**config.mk**
```make
export PLATFORM = sky130hd
export DESIGN_NAME = fifo_ptr_sync_level
export DESIGN_NICKNAME = d
export VERILOG_FILES = /design/src/rtl/fifo_ptr_sync_level.sv
export SDC_FILE = /design/constraint.sdc
export NUM_CORES = 1
export LEC_CHECK = 0
export ABC_AREA = 1
export CORE_MARGIN = 2
export CORE_UTILIZATION = 56
export DETAILED_ROUTE_END_ITERATION = 10
export DONT_BUFFER_PORTS = 1
export GPL_TIMING_DRIVEN = 0
export PLACE_DENSITY = 0.82
export SLEW_MARGIN = 20
export SYNTH_ARGS = -nofsm -noshare
export SYNTH_HDL_FRONTEND = slang
export SYNTH_SLANG_ARGS = --single-unit
```
**constraint.sdc**
```tcl
create_clock -name R_CLK -period 2.72 [get_ports R_CLK]
set_input_delay 0.816 -clock R_CLK [delete_from_list [all_inputs] [get_ports R_CLK]]
set_output_delay 0.816 -clock R_CLK [all_outputs]
set_load 0.02 [all_outputs]
```
**src/rtl/fifo_ptr_sync_level.sv**
```systemverilog
// Read-side write-pointer synchronizer with fill-level, flag and error logic.
// Ports:
//   R_CLK, R_rst      : read clock, synchronous active-high reset
//   W_ptr             : Gray write pointer (asynchronous to R_CLK)
//   R_rptr_bin        : binary read pointer (R_CLK domain)
//   err_clr           : clears sticky error flags (a set condition wins)
//   Rq_wptr_gray/bin  : synchronized write pointer, Gray and binary
//   ptr_chg           : one-cycle pulse per synchronized pointer change
//   level, empty, full, almost_empty : registered fill level and flags
//   sync_valid        : chain warmed up after reset
//   err_gray, err_level : sticky illegal-transition / impossible-level flags
module fifo_ptr_sync_level #(
   parameter int ADDR_FIFO   = 4,
   parameter int SYNC_STAGES = 2,
   parameter int AE_THRESH   = 2
) (
   input  logic                 R_CLK,
   input  logic                 R_rst,
   input  logic [ADDR_FIFO:0]   W_ptr,
   input  logic [ADDR_FIFO:0]   R_rptr_bin,
   input  logic                 err_clr,
   output logic [ADDR_FIFO:0]   Rq_wptr_gray,
   output logic [ADDR_FIFO:0]   Rq_wptr_bin,
   output logic                 ptr_chg,
   output logic [ADDR_FIFO:0]   level,
   output logic                 empty,
   output logic                 full,
   output logic                 almost_empty,
   output logic                 sync_valid,
   output logic                 err_gray,
   output logic                 err_level
);

   localparam int PW = ADDR_FIFO + 1;
   localparam logic [PW-1:0] LP_DEPTH = {1'b1, {ADDR_FIFO{1'b0}}};
   localparam logic [PW-1:0] LP_AE    = PW'(AE_THRESH);
   localparam logic [2:0]    LP_WMAX  = 3'(SYNC_STAGES + 1);
   localparam logic [2:0]    LP_WLAST = 3'(SYNC_STAGES);

   logic [PW-1:0] r_stage [SYNC_STAGES];
   logic [PW-1:0] r_prev;
   logic [2:0]    r_wcnt;
   logic          r_sync_valid;
   logic          r_ptr_chg;
   logic [PW-1:0] r_level;
   logic          r_empty;
   logic          r_full;
   logic          r_ae;
   logic          r_err_gray;
   logic          r_err_level;

   logic [PW-1:0] w_gray;
   logic [PW-1:0] w_bin;
   logic [PW-1:0] w_diff;
   logic [PW-1:0] w_raw;
   logic          w_multi;
   logic          w_lvl_bad;

   assign w_gray = r_stage[SYNC_STAGES-1];
   assign w_diff = w_gray ^ r_prev;

   // A nonzero diff with more than one set bit: clearing the lowest set
   // bit still leaves something behind.
   assign w_multi = (w_diff & (w_diff - PW'(1))) != '0;

   // Each binary bit is the XOR of all Gray bits at or above it.
   always_comb begin
      w_bin = '0;
      for (int i = 0; i < PW; i++) begin
         w_bin[i] = ^(w_gray >> i);
      end
   end

   // Modulo subtraction; the extra MSB separates full from empty.
   assign w_raw     = w_bin - R_rptr_bin;
   assign w_lvl_bad = w_raw > LP_DEPTH;

   always_ff @(posedge R_CLK) begin
      if (R_rst) begin
         for (int k = 0; k < SYNC_STAGES; k++) begin
            r_stage[k] <= '0;
         end
         r_prev       <= '0;
         r_wcnt       <= '0;
         r_sync_valid <= 1'b0;
         r_ptr_chg    <= 1'b0;
         r_level      <= '0;
         r_empty      <= 1'b1;
         r_full       <= 1'b0;
         r_ae         <= 1'b1;
         r_err_gray   <= 1'b0;
         r_err_level  <= 1'b0;
      end else begin
         r_stage[0] <= W_ptr;
         for (int k = 1; k < SYNC_STAGES; k++) begin
            r_stage[k] <= r_stage[k-1];
         end
         r_prev <= w_gray;
         if (r_wcnt != LP_WMAX) begin
            r_wcnt <= r_wcnt + 3'd1;
         end
         // Valid from the edge after the chain has been fully refilled.
         if (r_wcnt == LP_WLAST) begin
            r_sync_valid <= 1'b1;
         end
         r_ptr_chg <= (w_diff != '0) && r_sync_valid;
         r_level   <= w_raw;
         r_empty   <= (w_raw == '0);
         r_full    <= (w_raw == LP_DEPTH);
         r_ae      <= (w_raw <= LP_AE);
         if (r_sync_valid && w_multi) begin
            r_err_gray <= 1'b1;
         end else if (err_clr) begin
            r_err_gray <= 1'b0;
         end
         if (r_sync_valid && w_lvl_bad) begin
            r_err_level <= 1'b1;
         end else if (err_clr) begin
            r_err_level <= 1'b0;
         end
      end
   end

   assign Rq_wptr_gray = w_gray;
   assign Rq_wptr_bin  = w_bin;
   assign ptr_chg      = r_ptr_chg;
   assign level        = r_level;
   assign empty        = r_empty;
   assign full         = r_full;
   assign almost_empty = r_ae;
   assign sync_valid   = r_sync_valid;
   assign err_gray     = r_err_gray;
   assign err_level    = r_err_level;

endmodule
```
==> run summary, run 1 <==
Minimum clock period -> 2.54 ns
Period utilisation layout -> 93.4%
First-pass GRT wire length -> 3800 um
Synth top area cells -> dfxtp_1 45%, inv_1 10%, nand2_1 10%
Vias -> 1,101
Worst vdd ir -> 0.443 mV
Worst-case reg-to-reg path depth -> 13
Core ar. -> 2230 um^2
GR Util met2 -> 36.5%
Die Y -> 53.0 um
Yosys cell types -> 19
Reg-to-reg critical path startpoint -> r_stage[0][7]
Largest area contributor in the netlist -> dfxtp_1
Slew at the pin closest to its max-slew limit -> 0.469 ns
Top cell type's share of synthesized area -> 44.7%
Syn Inst Count -> 180
Worst-path maximum fanout -> 5
First-pass DRT Iterations -> 4
Slew headroom -> 68.8%
CTS tree -> yes
H-Tree Level Count -> 2
HP Class -> reg2reg
Synth-to-Final Area Change -> 9.40%
Worst hold slack -> 0.404 ns
Place WS -> 0.199 ns
Area of the die -> 2810 um^2
PortBufs -> 0
Row cnt -> 17
Fin util -> 65.8%
Syn nets -> 201
Capturing point of the worst reg2reg path -> err_level
CP Capture Type -> primary output
Placed Instance Area -> 1380 um^2
Slowest-stage cell, CP -> dfxtp_1
Syn Area/Cell -> 7.47 um^2
Hold Startpoint -> r_stage[0][2]
Design Area, Final -> 1470 um^2
Outcome -> finished clean
Final setup fails -> 0
Hold Buf Count CTS -> 0
Initial antenna violation count -> 0
CTS sink count -> 30
Layout cells sized above 1 -> 10.1%
GPL Wtd Cong -> 0.761
Die X -> 53.0 um
Final Net Count -> 208
I/O pin count -> 35
Synth warnings -> 0
Largest net degree at the start of global routing -> 11
Endpoints failing hold -> 0
Vias in the first global route -> 969
Post-synth top cells -> 37 x inv_1, 36 x nand2_1, 30 x dfxtp_1
Fmax -> 394 MHz
CP Cell Sequence -> buf_4 -> xor2_2 -> xor2_1 -> inv_1
CP startpoint kind -> register
Residual DRC -> 0
Static leakage -> 0.772 nW
Grt ovf -> 0
Most common cell in the netlist -> inv_1
N_diodes -> 0
RSZ-0062 raised after global routing -> false
Hold Path Depth -> 2
Slew Viols, Final -> 0
Post-DP HPWL -> 1840 um
Seq/Total Area, Yosys -> 44.7%
EDFF count, synth -> 0
Wire per inst -> 11.3 um
Num CTS Buffers -> 5
Post-Route WL -> 2440 um
Setup TNS Final -> 0 ns
DRT iter0 DRCs -> 16
Power per Cell Area -> 729 nW/um^2
CP top delay family -> XOR/XNOR gates
Met1 Use GR -> 18.2%
Antenna Nets Post-Route -> 0
Post-synthesis async set-or-reset flop share -> 0%
Clock Latency Late Sink -> 0.33 ns
WP data required -> 1.90 ns
Synth Flop Type -> dfxtp_1
Final setup margin -> 0.181 ns
Max-capacitance violation count -> 0
Most Used Layer, Global Route -> met2
R2R Setup Slk -> 0.23 ns
Hold Crit Endpoint -> r_stage[0][7]
Gr usage total -> 19.1%
Starting density of the core -> 60.2%
CP arrival -> 1.72 ns
Critical path class -> reg2out
Vias per cell -> 5.10
Max Buffers Root-to-Sink -> 2
Number of synthesized register bits -> 30
Post-synthesis cell area -> 1340 um^2
Setup Fix Bufs, Post-CTS -> 0
Clock Root Buffer -> clkbuf_4
M3 GR Usage -> 5.93%
Clk slew on worst S/H paths -> 0.09 ns
Worst stage delay on the critical path -> 0.37 ns
Worst path buffer plus inverter count -> 2
Clk_skew -> 0.00460 ns
[stage by stage]
stage | cells | total power [mW]
floorplan | 180 | 0.691
global placement | 208 | 0.712
detailed placement | 208 | 0.728
CTS | 216 | 1.07
global route | 216 | 1.13
finish | 216 | 1.07
[flip-flops by register name (all words and copies together) (netlist names)]
register,count
err_gray,1
r_wcnt,3
ptr_chg,1
r_prev,5
empty,1
level,5
err_level,1
almost_empty,1
r_stage,10
full,1
sync_valid,1
[timing repair]
| item | in CTS | in global routing |
|---|---|---|
| resized for setup | 1 | 2 |
| setup endpoints to repair | 1 | 1 |
| gates cloned | 0 | 0 |
[layout by cell type (no fill, tap or decap)]
master      n
dfxtp_1    29
xor2_1      3
xnor2_2     1
clkbuf_4    5
buf_1       1
a21oi_1     8
nand2_2     1
nor2_1     25
dfxtp_2     1
clkbuf_1    3
nand2_1    36
nand3_1    10
ha_1        7
nor2_2      1
fa_1        1
xor2_2      1
o21ai_0     4
and2_1      1
inv_2       1
buf_4       7
nor3_1      1
bufinv_16   1
xnor2_1     3
inv_1      37
[where the power goes]
part | switching (mW) | internal [mW]
Clock | 0.148 | 0.195
Combinational | 0.123 | 0.0717
Sequential | 0.0517 | 0.481
Total | 0.323 | 0.748
[worst max path at each step]
| stage | endpoint | depth (start not counted) | start |
|---|---|---|---|
| 2_1_floorplan | err_level | 13 | r_stage[0][7] |
| 3_3_place_gp | err_level | 10 | r_stage[0][9] |
| 3_5_place_dp | almost_empty | 10 | r_stage[0][9] |
| 4_1_cts | Rq_wptr_bin[1] | 4 | r_stage[0][9] |
| 5_1_grt | err_level | 14 | r_stage[0][7] |
| 6_report | Rq_wptr_bin[1] | 4 | r_stage[0][9] |
[metal layers]
layer	vias to the layer above	wire length, um	share of wire (%)
met1	493	930	38
met3	15	174	7.1
met5	-	0	0
met2	51	1280	52
met4	0	61	2.5
li1	542	-	-
[area by class of cell]
cell class / count / area (um^2)
Sequential cell: 30 / 602
Inverter: 38 / 143
Buffer: 9 / 60.1
Clock inverter: 1 / 30.0
Clock buffer: 7 / 45.0
Tap cell: 28 / 35.0
Fill cell: 182 / 763
Multi-Input combinational cell: 103 / 556
[logic make-up (layout without fill, tap and decap cells)]
logic type                 after synthesis  count (layout)  share of synthesized area [%]
DFF                                     30              30                           44.7
and+or+nand+nor                         75              75                           22.5
AOI/OAI and AO/OA                       12              12                           4.47
adders and majority gates                8               8                           8.01
xor gates and xnor gates                 8               8                           5.21
buffers and inverters                   47              55                           15.1
[worst min-delay path, stage by stage, from the launching register on]
cell	delay, ns
dfxtp_1	0.30
inv_1	0.04
nor2_1	0.03
(Power assumes the default switching activity.)
==> inputs of run 2 (changes only) <==
--- a/config.mk
+++ b/config.mk
@@ -11,6 +11,7 @@
 export DETAILED_ROUTE_END_ITERATION = 10
 export DONT_BUFFER_PORTS = 1
 export GPL_TIMING_DRIVEN = 0
+export HOLD_SLACK_MARGIN = 0.08
 export PLACE_DENSITY = 0.82
 export SLEW_MARGIN = 20
 export SYNTH_ARGS = -nofsm -noshare
==> results of run 2 <==
Same layout as run 1: the final DEF is identical, and so are final timing and power.
